[src/rtl/ysyx_22041207_pkg.sv]
// Shared definitions for the ysyx_22041207 RV64 core front end.
// Latency: n/a (types and constants only).
// Backpressure: n/a.
package ysyx_22041207_pkg;

    localparam int XLEN = 64;
    localparam int ILEN = 32;

    // addi x0, x0, 0 -- presented to decode whenever no real instruction is available
    localparam logic [ILEN-1:0] NOP_INST = 32'h00000013;
    localparam logic [XLEN-1:0] RESET_PC = 64'h80000000;

    typedef struct packed {
        logic [XLEN-1:0] pc;
        logic [ILEN-1:0] inst;
    } fetch_pkt_t;

endpackage : ysyx_22041207_pkg

[src/rtl/ysyx_22041207_ifid_queue.sv]
// Show-ahead {pc, inst} queue between instruction fetch and decode.
// Latency: a pair accepted at edge N is visible at the head in the cycle after N (no bypass).
// Backpressure: in_ready drops when full or flushing, independent of out_ready; fetch stalls on ~in_ready.
//
// Ports:
//   clk, rst           core clock, asynchronous active-high reset
//   flush              EX redirect; empties the queue at the next edge, masks both handshakes now
//   in_valid/in_ready  fetch-side handshake carrying in_pc / in_inst
//   out_valid/out_ready decode-side handshake carrying out_pc / out_inst (NOP when empty)
//   count              current occupancy
//   stall_cnt          free-running count of cycles with in_valid && !in_ready
module ysyx_22041207_ifid_queue #(
    parameter int DEPTH = 2,
    parameter int XLEN  = 64,
    parameter int ILEN  = 32
) (
    input  logic                      clk,
    input  logic                      rst,
    input  logic                      flush,
    input  logic                      in_valid,
    output logic                      in_ready,
    input  logic [XLEN-1:0]           in_pc,
    input  logic [ILEN-1:0]           in_inst,
    output logic                      out_valid,
    input  logic                      out_ready,
    output logic [XLEN-1:0]           out_pc,
    output logic [ILEN-1:0]           out_inst,
    output logic [$clog2(DEPTH):0]    count,
    output logic [63:0]               stall_cnt
);
    import ysyx_22041207_pkg::*;

    localparam int PW = $clog2(DEPTH);
    localparam int CW = PW + 1;

    fetch_pkt_t        mem_q [DEPTH];
    logic [PW-1:0]     wr_ptr_q, wr_ptr_d;
    logic [PW-1:0]     rd_ptr_q, rd_ptr_d;
    logic [CW-1:0]     count_q,  count_d;
    logic [63:0]       stall_q,  stall_d;

    logic              push;
    logic              pop;
    fetch_pkt_t        wr_pkt;
    fetch_pkt_t        head_pkt;

    // Handshakes depend only on registered state and flush; a full queue
    // refuses a push even when decode pops in the same cycle.
    assign in_ready  = (count_q < CW'(DEPTH)) && !flush;
    assign out_valid = (count_q != '0) && !flush;

    assign push = in_valid && in_ready;
    assign pop  = out_valid && out_ready;

    assign wr_pkt.pc   = in_pc;
    assign wr_pkt.inst = in_inst;
    assign head_pkt    = mem_q[rd_ptr_q];

    assign out_pc    = out_valid ? head_pkt.pc   : '0;
    assign out_inst  = out_valid ? head_pkt.inst : NOP_INST;
    assign count     = count_q;
    assign stall_cnt = stall_q;

    always_comb begin
        wr_ptr_d = wr_ptr_q;
        rd_ptr_d = rd_ptr_q;
        count_d  = count_q;
        if (flush) begin
            // push/pop are already masked, so only the pointer/count reset matters
            wr_ptr_d = '0;
            rd_ptr_d = '0;
            count_d  = '0;
        end else begin
            if (push) wr_ptr_d = wr_ptr_q + PW'(1);
            if (pop)  rd_ptr_d = rd_ptr_q + PW'(1);
            unique case ({push, pop})
                2'b10:   count_d = count_q + CW'(1);
                2'b01:   count_d = count_q - CW'(1);
                default: count_d = count_q;
            endcase
        end
    end

    // Counts flush cycles too and is never cleared except by reset.
    always_comb begin
        stall_d = stall_q;
        if (in_valid && !in_ready) stall_d = stall_q + 64'd1;
    end

    always_ff @(posedge clk or posedge rst) begin
        if (rst) begin
            wr_ptr_q <= '0;
            rd_ptr_q <= '0;
            count_q  <= '0;
            stall_q  <= '0;
        end else begin
            wr_ptr_q <= wr_ptr_d;
            rd_ptr_q <= rd_ptr_d;
            count_q  <= count_d;
            stall_q  <= stall_d;
        end
    end

    // Entry contents survive a flush; only the pointers make them unreachable.
    always_ff @(posedge clk or posedge rst) begin
        if (rst) begin
            for (int i = 0; i < DEPTH; i++) begin
                mem_q[i].pc   <= '0;
                mem_q[i].inst <= NOP_INST;
            end
        end else if (push) begin
            mem_q[wr_ptr_q] <= wr_pkt;
        end
    end

endmodule : ysyx_22041207_ifid_queue

[config.mk]
export PLATFORM = sky130hd
export DESIGN_NAME = ysyx_22041207_ifid_queue
export DESIGN_NICKNAME = d
export VERILOG_FILES = /design/src/rtl/ysyx_22041207_pkg.sv /design/src/rtl/ysyx_22041207_ifid_queue.sv
export SDC_FILE = /design/constraint.sdc
export NUM_CORES = 1
export LEC_CHECK = 0
export CORE_UTILIZATION = 35
export DETAILED_ROUTE_END_ITERATION = 8
export PLACE_DENSITY = 0.7
export SYNTH_ARGS = -nofsm -noshare
export SYNTH_HDL_FRONTEND = slang
export SYNTH_SLANG_ARGS = --single-unit
[constraint.sdc]
create_clock -name clk -period 30.5 [get_ports clk]
set_clock_uncertainty 0.15 [all_clocks]
set_input_delay 9.15 -clock clk [delete_from_list [all_inputs] [get_ports clk]]
set_output_delay 9.15 -clock clk [all_outputs]
set_load 0.05 [all_outputs]
# Yosys cells after proc, flatten, opt, wreduce, memory -nomap -nowiden
# Index checks and enable logic that the tools add are counted.
dict set report classes {
  add_sub_neg 5
  mul 0
  div 0
  magnitude_cmp 4
  n_eq_ne 2
  n_shift 0
  muxes 14
  bitwise 2
  reduce_logical 12
}
# cell count
set ops {}
lappend ops {{2-to-1 mux 96 bit} 4}
lappend ops {{bitwise mux 192 bit} 1}
lappend ops {{demux 96 bit (select 1 bit)} 1}
lappend ops {{adder 64 x 1 -> 64 bit (second input constant)} 1}
lappend ops {{2-to-1 mux 64 bit} 1}
lappend ops {{2-to-1 mux 32 bit} 1}
lappend ops {{logical AND 1 bit} 6}
lappend ops {{nonzero test 2 bit} 3}
lappend ops {{>= comparator 2 bit (second input constant)} 2}
lappend ops {{2-to-1 mux 1 bit} 4}
lappend ops {{NOT 1 -> 2 bit} 2}
lappend ops {{one-hot mux 2 bit (2 select lines)} 1}
lappend ops {{nonzero test 3 bit} 1}
lappend ops {{adder 1 bit (second input constant)} 2}
lappend ops {{adder 2 x 1 -> 2 bit (second input constant)} 1}
lappend ops {{== test 2 x 1 -> 1 bit (second input constant)} 1}
lappend ops {{== test 2 bit (second input constant)} 1}
lappend ops {{logical NOT 1 bit} 2}
lappend ops {{< comparator 2 x 1 -> 1 bit (second input constant)} 1}
lappend ops {{< comparator 2 bit (second input constant)} 1}
lappend ops {{2-to-1 mux 2 bit} 1}
lappend ops {{subtractor 2 x 1 -> 2 bit (second input constant)} 1}
dict set report word_totals {
  reg_bits 260
  latch_bits 0
  ram_bits 0
  mem_bits_ro 0
  output_inout_bits 164
  word_cells 47
  n_memories 0
}

# Logic depth before layout (Yosys ltp)
# Gate-level depths: netlist of run 1.
dict set report depth {
  depth_word 6
  mapped_depth 7
  mapped_depth_nobuf 5
}

# Worst setup path after synthesis of run 1
# OpenSTA, ideal clock, no wires.
dict set report synth_timing {
  kind {input -> output}
  start {input flush}
  end {output out_inst[10]}
  arrival_ps 10616
  required_time_ps 21200
  path_slack_ps 10584
  stages 5
  path_buffers 3
  path_cell_list {or2_2 clkbuf_1 clkbuf_1 buf_1 nor2_1}
}
dict set report synth_between {
  elab_chain_len 3
}
# element line_no
set synth_lines {}
lappend synth_lines {{start: declaration} ysyx_22041207_ifid_queue.sv:19} ;# input logic flush,
lappend synth_lines {{logical NOT 1 bit} ysyx_22041207_ifid_queue.sv:50} ;# assign out_valid = (count_q != '0) && !flush;
lappend synth_lines {{logical AND 1 bit} ysyx_22041207_ifid_queue.sv:50}
lappend synth_lines {{2-to-1 mux 32 bit} ysyx_22041207_ifid_queue.sv:60} ;# assign out_inst = out_valid ? head_pkt.inst : NOP_INST;
lappend synth_lines {{end: declaration} ysyx_22041207_ifid_queue.sv:27} ;# output logic [ILEN-1:0] out_inst,
# No other way between the ends.

# Final worst setup path of run 1
dict set report layout_timing {
  start {input flush}
  end {output out_inst[4]}
}
# The elaborated chain is that of the path after synthesis.

==> results of run 1 <==
==> path summary, 6_finish.rpt <==
check                                     startpoint                   endpoint  slack [ps]  cells past startpoint
setup / recovery                               flush                out_inst[4]        9150                      6
hold / removal             stall_cnt[63]$_DFFE_PP0P_  stall_cnt[63]$_DFFE_PP0P_         330                      1
setup reg to reg                count[1]$_DFFE_PP0P_     mem_q[155]$_DFFE_PP0P_       27250                      5
hold reg to reg            stall_cnt[63]$_DFFE_PP0P_  stall_cnt[63]$_DFFE_PP0P_         330                      1
max in group asynchronous                        rst       rd_ptr_q$_DFFE_PP0P_       18800                      4
min in group asynchronous                        rst     mem_q[189]$_DFFE_PP0P_        8970                      2
==> power groups by stage <==
| stage | Combinational, uW | Clock (uW) | Sequential (uW) |
|---|---|---|---|
| CTS | 245 | 389 | 472 |
| finish | 240 | 377 | 470 |
| floorplan | 165 | 0 | 476 |
| global placement | 240 | 0 | 473 |
| global route | 260 | 402 | 482 |
| detailed placement | 244 | 0 | 478 |
==> cell families after synthesis <==
group / count (synthesis)
mux: 288
flops: 260
simple gates: 238
xor+xnor: 65
buf+inv: 50
compound gates: 8
fa+ha+maj: 1
==> placed cells by master, fill, tap and decap left out, drive strengths merged, types with 2 or more instances in the layout <==
| cell type | n |
|---|---|
| or3 | 5 |
| nor3 | 10 |
| and4 | 9 |
| dfstp | 6 |
| mux2i | 96 |
| xor2 | 13 |
| xnor2 | 52 |
| dfrtp | 254 |
| nor2 | 111 |
| clkinv | 8 |
| clkbuf | 37 |
| bufinv | 6 |
| nand2 | 29 |
| and3 | 9 |
| o21ai | 2 |
| nand3 | 29 |
| nand4 | 22 |
| or2 | 3 |
| nor4 | 3 |
| and2 | 4 |
| a21oi | 4 |
| mux2 | 192 |
| clkdlybuf4s50 | 264 |
| inv | 2 |
| nand2b | 3 |
| buf | 7 |
==> state kept, by name, summed over array words and instances (netlist names) <==
| name | cells |
|---|---|
| mem_q | 192 |
| stall_cnt | 64 |
| count | 2 |
| rd_ptr_q | 1 |
| wr_ptr_q | 1 |
==> cell type report <==
class / count / area, um^2
Fill cell: 2914 / 16930
Sequential cell: 260 / 6518
Multi-Input combinational cell: 600 / 4947
Timing Repair Buffer: 271 / 2695
Clock buffer: 37 / 815.8
Tap cell: 442 / 553.0
Clock inverter: 14 / 224.0
Inverter: 2 / 15.01
==> per-stage QoR <==
| step | hold WS, ps | setup WS [ps] | utilization, % | power, uW | cells |
|---|---|---|---|---|---|
| floorplan | 329.9 | 10580 | - | 641.3 | 910 |
| global placement | 327.9 | 9168 | 45.04 | 712.6 | 1575 |
| detailed placement | 317.0 | 9084 | 45.04 | 721.7 | 1575 |
| CTS | 330.3 | 9072 | 48.22 | 1105 | 1626 |
| global route | 359.5 | 8968 | 48.22 | 1144 | 1626 |
| finish | 325.2 | 9145 | 48.22 | 1088 | 1626 |
==> routing by layer <==
metal  global-route usage, %  vias up
met3                   5.098       38
li1                        -     3679
met5                       0        -
met4                   3.967        2
met1                   21.08     3958
met2                   26.76      211
==> reports/qor.log, run 1 <==
INFO  yosys          post_synth_mux_area_share=26.77%
INFO  drt            drt.antenna.violating_nets=0
INFO  sta            worst_slew_margin_relative_to_its_limit=29.32%
INFO  yosys          synth_edf_count=0
INFO  yosys          synth_top_area_share=54.49%
INFO  worst_hold_path worst_min_delay_path_class=flop to flop
INFO  yosys          yosys_warnings=0
INFO  cts            post_cts_resized=0
INFO  yosys          yosys_most_used_dff=sky130_fd_sc_hd__dfrtp_1
INFO  yosys          syn-num-nets=1012
INFO  setup_path     setup.worst_path.start_class=primary input
INFO  finish         design.final.nets=1266
INFO  finish         finalInstanceArea=15770um^2
INFO  place          routabilityCongestion=0.8126
INFO  cts            clkSlewWorstSetupHoldPaths=60ps
INFO  power          proportion_of_power_drawn_by_flip_flops_and_latches=43.2%
INFO  cts            cts_setup_buffers=0
INFO  yosys          synth_seq_area_share=55.84%
INFO  yosys          mappedNetlistArea=11660um^2
INFO  floorplanning  io_pins=265
INFO  drt            avgViaCountPerCell=4.851
INFO  floorplanning  die_width=184.6um
INFO  cts            sinks_on_clock_net=260
INFO  grt            grt-ovfl-total=0
INFO  drt            wl_met3=2364um
INFO  sta            maxClockFrequency=46.83MHz
INFO  setup_path     worst-path-max-fanout=69
INFO  setup_path     critical-path-top-delay-family=buffers and inverters
INFO  yosys          synth.most_common_cell=sky130_fd_sc_hd__dfrtp_1
INFO  grt            grt_first_pass_wirelength=44640um
INFO  place          post_dp_cell_area=14730um^2
INFO  power          power_density=68.99nW/um^2
INFO  floorplanning  core=32700um^2
INFO  drt            detailedRoute.firstPassIterationCount=4
INFO  yosys          avgSynthCellArea=12.82um^2
INFO  yosys          synth.cells.most_frequent=254 x sky130_fd_sc_hd__dfrtp_1, 192 x sky130_fd_sc_hd__mux2_2, 111 x sky130_fd_sc_hd__nor2_1
INFO  setup_path     timing_worst_setup_path_type=primary input to primary output
INFO  drt            wire_length_per_cell=17.24um
INFO  power          power.share.combinational=22.1%
INFO  grt            grt_max_degree=112
INFO  cts            cts_tree=built
INFO  yosys          synth_compound_area_share=0.4720%
INFO  grt            grt_total_usage=16.40%
INFO  power          p_int=782.8uW
INFO  grt            vias_in_the_first_global_route=8217
INFO  yosys          ys_types=35
INFO  finish         synthToLayoutAreaGrowth=35.17%
INFO  setup_path     critPathMostFrequentCell=sky130_fd_sc_hd__clkdlybuf4s50_1
INFO  yosys          synth-async-reset-ratio=100.0%
INFO  power          power_switching=304.9uW
INFO  yosys          ys_seq_elements=260
INFO  sta            grt_setup_unrepaired=false
INFO  floorplanning  rows=66
INFO  place          dp_hpwl=18500um
INFO  power          switching_share=28.03%
INFO  finish         antenna_cells_inserted=0
INFO  drt            uppermost_layer_routed=met5
INFO  setup_path     critical_path_cell_by_cell=clkdlybuf4s50_1, or2_4, buf_4, inv_1, nand2_1, clkdlybuf4s50_1
INFO  cts            clkLatencyLatePin=540ps
INFO  drt            met1Wirelength=12010um
INFO  floorplanning  die_extent_in_y=184.6um
INFO  run_status     result_of_the_run=complete, no violations
INFO  sta            finalHoldViolations=0
INFO  place          numPortBuffers=264
INFO  floorplanning  initial_core_util=35.67%
INFO  sta            setup_tns=0ps
INFO  drt            drt_first_iter_violations=353
INFO  setup_path     critPathMaxStageDelay=800ps
INFO  sta            finalSetupViolations=0
INFO  yosys          gate_count_post_synth=910
INFO  setup_path     worstSetupEndpointType=primary output
INFO  cts            cts-htree-levels=1
INFO  cts            root_buffer=sky130_fd_sc_hd__clkbuf_16
INFO  cts            cts_made_buffers=29
INFO  drt            routed_wirelength=28030um
INFO  grt            number_of_antenna_violations_at_the_first_check_in_global_routing=1
INFO  sta            timing.final.crit_share=70.01%
INFO  yosys          largest_family_of_logic_cells_by_synthesized_area=multiplexers
INFO  drt            met2_wl=13020um
INFO  yosys          cell_type_with_the_highest_aggregate_area_in_the_netlist=sky130_fd_sc_hd__dfrtp_1
INFO  setup_path     cpMaxStageDelayCell=sky130_fd_sc_hd__clkdlybuf4s50_1
INFO  yosys          synth_simple_gate_area_share=9.986%
INFO  cts            cts-root-to-sink-buffers=3
INFO  yosys          yosys.area_share.adder=0.1073%
INFO  drt            drt_drc_violations_left=0
INFO  setup_path     worst_ep_arrival_time=12050ps
INFO  cts            cts_hold_buf=0
INFO  setup_path     path_buf_inv=4
INFO  sta            worstMarginPinSlew=1058ps
INFO  floorplanning  design.die.area=34060um^2
INFO  setup_path     worstPathRequired=21200ps
INFO  sta            maxSlewViolCount=0
INFO  run            drv_cap=0
INFO  sta            final_period_minus_worst_setup_slack=21350ps
INFO  power          vdd_drop_max=0.03762mV
INFO  yosys          synth.top_cells.by_area=sky130_fd_sc_hd__dfrtp_1 54%, sky130_fd_sc_hd__mux2_2 19%, sky130_fd_sc_hd__mux2i_1 8.2%, sky130_fd_sc_hd__xnor2_1 3.8%, sky130_fd_sc_hd__nor2_1 3.6%
INFO  yosys          synth-xor-area-share=4.945%
INFO  power          leakage_dissipation=0.006323uW
INFO  power          clock_power_share=34.6%
INFO  drt            vias=7888
INFO  finish         post_route_cells_drive_above_1_share=22.80%
Note: power is estimated with default switching activity, not from simulation.
==> run 2: changes to the inputs <==
==> constraint.sdc (replaced) <==
create_clock -name clk -period 20.4 [get_ports clk]
set_clock_uncertainty 0.15 [all_clocks]
set_input_delay 6.12 -clock clk [delete_from_list [all_inputs] [get_ports clk]]
set_output_delay 6.12 -clock clk [all_outputs]
set_load 0.05 [all_outputs]
==> run 2 against run 1 <==
Global-route usage is 0.057 points higher; register-to-register slack worse by 10000 ps; via count is 0.55% higher; flip-flop and latch count stayed put; routed wire length hardly changed; total power is 45% higher; setup slack worse by 4000 ps; sequential share of layout area is 0.28 points higher; largest power group unchanged.
==> reports/qor.log, run 2 (synthesis results as in run 1) <==
INFO  setup_path     worst-path-max-fanout=69
INFO  finish         post_route_cells_drive_above_1_share=22.49%
INFO  setup_path     rr_endpoint=mem_q[188]$_DFFE_PP0P_
INFO  finish         final_common_cell=sky130_fd_sc_hd__clkdlybuf4s50_1
INFO  setup_path     timing.reg2reg.worst_path_depth=5
INFO  finish         fillerInstances=2969
INFO  power          p_int=1126uW
INFO  drt            routed_wirelength=28020um
INFO  setup_path     internal_reg_to_reg_setup_slack=17170ps
INFO  finish         final-instance-count-excl-fill=1625
INFO  cts            clkLatencyLatePin=530ps
INFO  cts            cts_made_buffers=29
INFO  setup_path     worstSetupEndpointType=primary output
INFO  cts            root_buffer=sky130_fd_sc_hd__clkbuf_16
INFO  cts            cts_tree=built
INFO  power          proportion_of_power_drawn_by_flip_flops_and_latches=44.7%
INFO  place          routabilityCongestion=0.8116
INFO  power          vdd_drop_max=0.05663mV
INFO  sta            timing.final.crit_share=74.99%
INFO  cts            cts_setup_buffers=0
INFO  power          power_switching=450.0uW
INFO  power          clock_power_share=32.6%
INFO  worst_hold_path worstHoldStart=stall_cnt[63]$_DFFE_PP0P_
INFO  place          numPortBuffers=264
INFO  cts            sinks_on_clock_net=260
INFO  worst_hold_path worstHoldEndpoint=stall_cnt[63]$_DFFE_PP0P_
INFO  drt            drt.antenna.violating_nets=0
INFO  sta            final_period_minus_worst_setup_slack=15300ps
INFO  power          switching_share=28.56%
INFO  floorplanning  die_extent_in_y=184.6um
INFO  drt            vias=7931
INFO  sta            worst_slew_margin_relative_to_its_limit=28.73%
INFO  drt            wire_length_per_cell=17.24um
INFO  sta            grt_setup_unrepaired=false
INFO  power          totalPowerFinal=1575uW
INFO  grt            number_of_antenna_violations_at_the_first_check_in_global_routing=1
INFO  finish         registers.top_by_ff_count=mem_q
INFO  setup_path     critPathMaxStageDelay=800ps
INFO  grt            grt_max_degree=112
INFO  cts            clkSlewWorstSetupHoldPaths=60ps
INFO  floorplanning  rows=66
INFO  finish         design.final.nets=1266
INFO  finish         largest_register_ffs=192
INFO  setup_path     critPathMostFrequentCell=sky130_fd_sc_hd__clkdlybuf4s50_1
INFO  setup_path     setup.worst_path.start_class=primary input
INFO  power          leakage_dissipation=0.006274uW
INFO  setup_path     critical_path.reg2reg.startpoint=count[1]$_DFFE_PP0P_
INFO  floorplanning  core=32700um^2
INFO  drt            drt_first_iter_violations=297
INFO  sta            maxClockFrequency=65.36MHz
INFO  sta            finalSetupViolations=0
INFO  place          dp_hpwl=18470um
INFO  drt            drt_drc_violations_left=0
INFO  cts            post_cts_resized=0
INFO  drt            avgViaCountPerCell=4.881
INFO  floorplanning  initial_core_util=35.67%
INFO  setup_path     cpMaxStageDelayCell=sky130_fd_sc_hd__clkdlybuf4s50_1
INFO  sta            setup_tns=0ps
INFO  grt            grt_first_pass_wirelength=44610um
INFO  floorplanning  io_pins=265
INFO  grt            vias_in_the_first_global_route=8262
INFO  grt            grt-ovfl-total=0
INFO  setup_path     worstPathRequired=14130ps
INFO  cts            cts_hold_buf=0
INFO  run            drv_cap=0
INFO  setup_path     timing_worst_setup_path_type=primary input to primary output
INFO  power          power.share.combinational=22.8%
INFO  floorplanning  design.die.area=34060um^2
INFO  run_status     result_of_the_run=complete, no violations
INFO  setup_path     critical_path_cell_by_cell=clkdlybuf4s50_1, or2_4, buf_4, inv_1, nand2_1, clkdlybuf4s50_1
INFO  sta            worstMarginPinSlew=1067ps
INFO  cts            cts-root-to-sink-buffers=3
INFO  finish         antenna_cells_inserted=0
INFO  sta            worst_hold_slack=331.7ps
INFO  setup_path     worst_ep_arrival_time=9030ps
INFO  worst_hold_path worst_min_delay_path_class=flop to flop
INFO  grt            grt_total_usage=16.45%
INFO  cts            cts-htree-levels=1
INFO  power          power_density=100.6nW/um^2
INFO  worst_hold_path hold-path-cell-count=1
INFO  sta            maxSlewViolCount=0
INFO  finish         mostFrequentLayoutCells=264 x sky130_fd_sc_hd__clkdlybuf4s50_1, 253 x sky130_fd_sc_hd__dfrtp_1, 192 x sky130_fd_sc_hd__mux2_2
INFO  floorplanning  die_width=184.6um
INFO  drt            detailedRoute.firstPassIterationCount=4
INFO  place          place_inst=1575
INFO  finish         synthToLayoutAreaGrowth=34.27%
INFO  sta            finalHoldViolations=0
-- run 2: worst max-delay path by stage --
stage,start,end,depth (start not counted)
after global placement,flush,out_inst[0],6
after detailed placement,flush,out_inst[1],6
final,flush,out_inst[0],6
after global routing,flush,out_inst[0],6
after floorplan,flush,out_inst[10],5
after CTS,flush,out_inst[1],6
-- run 2: critical path, delay by kind of cell --
kind | cells | cell delay [ps]
buffers and inverters | 4 | 2300
and+or+nand+nor | 2 | 510
-- run 2: routing by layer --
layer | wire length, um | global-route usage (%) | vias up
met1 | 12050 | 20.74 | 3982
met4 | 568 | 3.833 | 2
met2 | 13100 | 27.41 | 223
met3 | 2284 | 5.118 | 43
met5 | 13 | 0 | -
li1 | - | - | 3681
-- run 2: power by group through the flow --
stage | Clock, uW | Combinational (uW) | Sequential, uW
floorplan | 0 | 247 | 712
global placement | 0 | 358 | 707
detailed placement | 0 | 364 | 714
CTS | 529 | 365 | 705
global route | 551 | 387 | 721
finish | 513 | 359 | 704
-- run 2: final cells by class --
type | instances | area, um^2 | area share, %
Clock inverter | 12 | 135.1 | 0.8628
Sequential cell | 260 | 6518 | 41.61
Clock buffer | 38 | 799.5 | 5.105
Tap cell | 442 | 553.0 | 3.531
Inverter | 2 | 15.01 | 0.09586
Timing Repair Buffer | 271 | 2695 | 17.21
Multi-Input combinational cell | 600 | 4947 | 31.59
-- run 2: through the flow --
step                      worst slack (ps)  instance area [um^2]  util (%)
after floorplan                       6544                 11660         -
after global placement                5125                 14730     45.04
after detailed placement              5058                 14730     45.04
after CTS                             5052                 15660     47.90
after global routing                  4927                 15660     47.90
final                                 5101                 15660     47.90
==> run 3: changes to the inputs <==
==> constraint.sdc (replaced) <==
create_clock -name clk -period 15.35 [get_ports clk]
set_clock_uncertainty 0.15 [all_clocks]
set_input_delay 4.605 -clock clk [delete_from_list [all_inputs] [get_ports clk]]
set_output_delay 4.605 -clock clk [all_outputs]
set_load 0.05 [all_outputs]
==> run 3 against run 2 <==
Design area increased by 0.73%; largest power group unchanged; sequential power up 33%; non-clock buffer count stayed put.
==> reports/qor.log, run 3 (synthesis results as in run 1) <==
INFO  run_status     result_of_the_run=complete, no violations
INFO  finish         registers.top_by_ff_count=mem_q
INFO  place          numPortBuffers=264
INFO  finish         multiInputGateArea=4947um^2
INFO  sta            finalSetupViolations=0
INFO  place          dp_hpwl=18260um
INFO  finish         design.final.nets=1266
INFO  finish         synthToLayoutAreaGrowth=35.25%
INFO  power          vdd_drop_max=0.08345mV
INFO  finish         mostFrequentLayoutCells=264 x sky130_fd_sc_hd__clkdlybuf4s50_1, 253 x sky130_fd_sc_hd__dfrtp_1, 192 x sky130_fd_sc_hd__mux2_2
INFO  drt            avgViaCountPerCell=4.831
INFO  power          totalPowerFinal=2153uW
INFO  setup_path     rr_endpoint=mem_q[154]$_DFFE_PP0P_
INFO  sta            grt_setup_unrepaired=false
INFO  setup_path     worstPathRequired=10600ps
INFO  power          clock_power_share=34.3%
INFO  drt            drt_drc_violations_left=0
INFO  floorplanning  core=32700um^2
INFO  cts            clkSlewWorstSetupHoldPaths=60ps
INFO  finish         fillerInstances=2905
INFO  grt            grt_max_degree=129
INFO  place          worst_setup_slack_before_clock_tree_synthesis=3263ps
INFO  grt            number_of_antenna_violations_at_the_first_check_in_global_routing=3
INFO  sta            worst_hold_slack=344.0ps
INFO  power          switching_share=28.13%
INFO  floorplanning  die_width=184.6um
INFO  cts            post_cts_resized=0
INFO  drt            drt.antenna.violating_nets=0
INFO  drt            wire_length_per_cell=17.08um
INFO  setup_path     critical_path.reg2reg.startpoint=count[1]$_DFFE_PP0P_
INFO  setup_path     worstSetupEndpoint=out_pc[27]
INFO  sta            maxSlewViolCount=0
INFO  drt            routed_wirelength=27830um
INFO  run            drv_cap=0
INFO  floorplanning  die_extent_in_y=184.6um
INFO  finish         final_common_cell=sky130_fd_sc_hd__clkdlybuf4s50_1
INFO  cts            root_buffer=sky130_fd_sc_hd__clkbuf_16
INFO  finish         sequential_cell_area=6518um^2
INFO  grt            grt_total_usage=16.34%
INFO  drt            detailedRoute.firstPassIterationCount=4
INFO  cts            cts_tree=built
INFO  cts            sinks_on_clock_net=260
INFO  place          routabilityCongestion=0.8032
INFO  power          power_switching=605.7uW
INFO  power          power.share.combinational=22.3%
INFO  setup_path     internal_reg_to_reg_setup_slack=12010ps
INFO  power          p_int=1548uW
INFO  sta            setup_tns=0ps
INFO  sta            worstMarginPinSlew=1086ps
INFO  power          leakage_dissipation=0.006313uW
INFO  grt            vias_in_the_first_global_route=8095
INFO  sta            finalHoldViolations=0
INFO  setup_path     worst-path-max-fanout=66
INFO  sta            timing.final.crit_share=78.54%
INFO  power          proportion_of_power_drawn_by_flip_flops_and_latches=43.4%
INFO  sta            maxClockFrequency=82.95MHz
INFO  floorplanning  initial_core_util=35.67%
INFO  setup_path     worst_ep_arrival_time=7300ps
INFO  cts            cts-htree-levels=1
INFO  finish         largest_register_ffs=192
INFO  drt            drt_first_iter_violations=260
INFO  cts            cts-root-to-sink-buffers=3
INFO  sta            final.setup.worst_slack=3294ps
INFO  drt            vias=7869
INFO  power          power_density=136.5nW/um^2
INFO  finish         post_route_cells_drive_above_1_share=22.85%
INFO  grt            grt-ovfl-total=0
INFO  cts            cts_made_buffers=29
INFO  sta            final_period_minus_worst_setup_slack=12060ps
INFO  setup_path     crit_path_start=flush
INFO  cts            cts_setup_buffers=0
INFO  worst_hold_path worst_min_delay_path_class=flop to flop
INFO  floorplanning  io_pins=265
INFO  floorplanning  rows=66
INFO  cts            cts_hold_buf=0
INFO  setup_path     worstSetupEndpointType=primary output
INFO  setup_path     timing_worst_setup_path_type=primary input to primary output
INFO  setup_path     timing.reg2reg.worst_path_depth=5
INFO  floorplanning  design.die.area=34060um^2
INFO  sta            worst_slew_margin_relative_to_its_limit=27.44%
INFO  setup_path     setup.worst_path.start_class=primary input
INFO  grt            grt_first_pass_wirelength=44150um
INFO  cts            clkLatencyLatePin=540ps
run 3: changes by cell type in the layout (fill, tap and decap cells not counted), sizes merged:
cell | previous run | this run
clkbuf | 38 | 43
bufinv | 3 | 4
clkinvlp | 0 | 3
clkinv | 9 | 3
diode | 0 | 1
run 3: final cells by class:
class	instances	share of cell area, %
diodes	1	0.01586
well taps	442	3.505
multi-input cells	600	31.36
inverters	2	0.09517
clock buffers	43	5.631
flip-flops and latches	260	41.31
clock inverters	10	0.9993
repair buffers	271	17.08
run 3: power by group through the flow:
stage	logic, uW	registers, uW	clock network, uW
floorplan	328	946	0
global placement	478	939	0
detailed placement	485	948	0
CTS	487	936	763
global route	518	957	791
finish	480	934	739
run 3: worst min path at each step:
stage,endpoint,start,slack [ps],cells after the start
3_3_place_gp,stall_cnt[61]$_DFFE_PP0P_,stall_cnt[61]$_DFFE_PP0P_,330,1
3_5_place_dp,stall_cnt[38]$_DFFE_PP0P_,stall_cnt[38]$_DFFE_PP0P_,330,1
4_1_cts,stall_cnt[38]$_DFFE_PP0P_,stall_cnt[38]$_DFFE_PP0P_,340,1
5_1_grt,stall_cnt[7]$_DFFE_PP0P_,stall_cnt[7]$_DFFE_PP0P_,360,1
2_1_floorplan,mem_q[127]$_DFFE_PP0P_,mem_q[127]$_DFFE_PP0P_,330,1
6_report,stall_cnt[38]$_DFFE_PP0P_,stall_cnt[38]$_DFFE_PP0P_,340,1
run 3: worst max-delay path, cell delays in order:
cell and delay (ps):
sky130_fd_sc_hd__clkdlybuf4s50_1 670, sky130_fd_sc_hd__or2_4 770, sky130_fd_sc_hd__buf_4 410, sky130_fd_sc_hd__nor2_1 90
sky130_fd_sc_hd__clkdlybuf4s50_1 710
run 3: stage by stage:
step / cell area [um^2] / std cells / utilization, %
floorplan: 11660 / 910 / -
global placement: 14730 / 1575 / 45.04
detailed placement: 14730 / 1575 / 45.04
CTS: 15770 / 1628 / 48.24
global route: 15780 / 1629 / 48.24
finish: 15780 / 1629 / 48.24
run 3: per-layer routing:
metal	vias to the layer above	wire length [um]	GRT usage [%]
met5	-	17	0
met4	2	525	3.967
met3	45	2531	5.256
met2	238	12700	26.58
met1	3907	12060	20.98
li1	3677	-	-
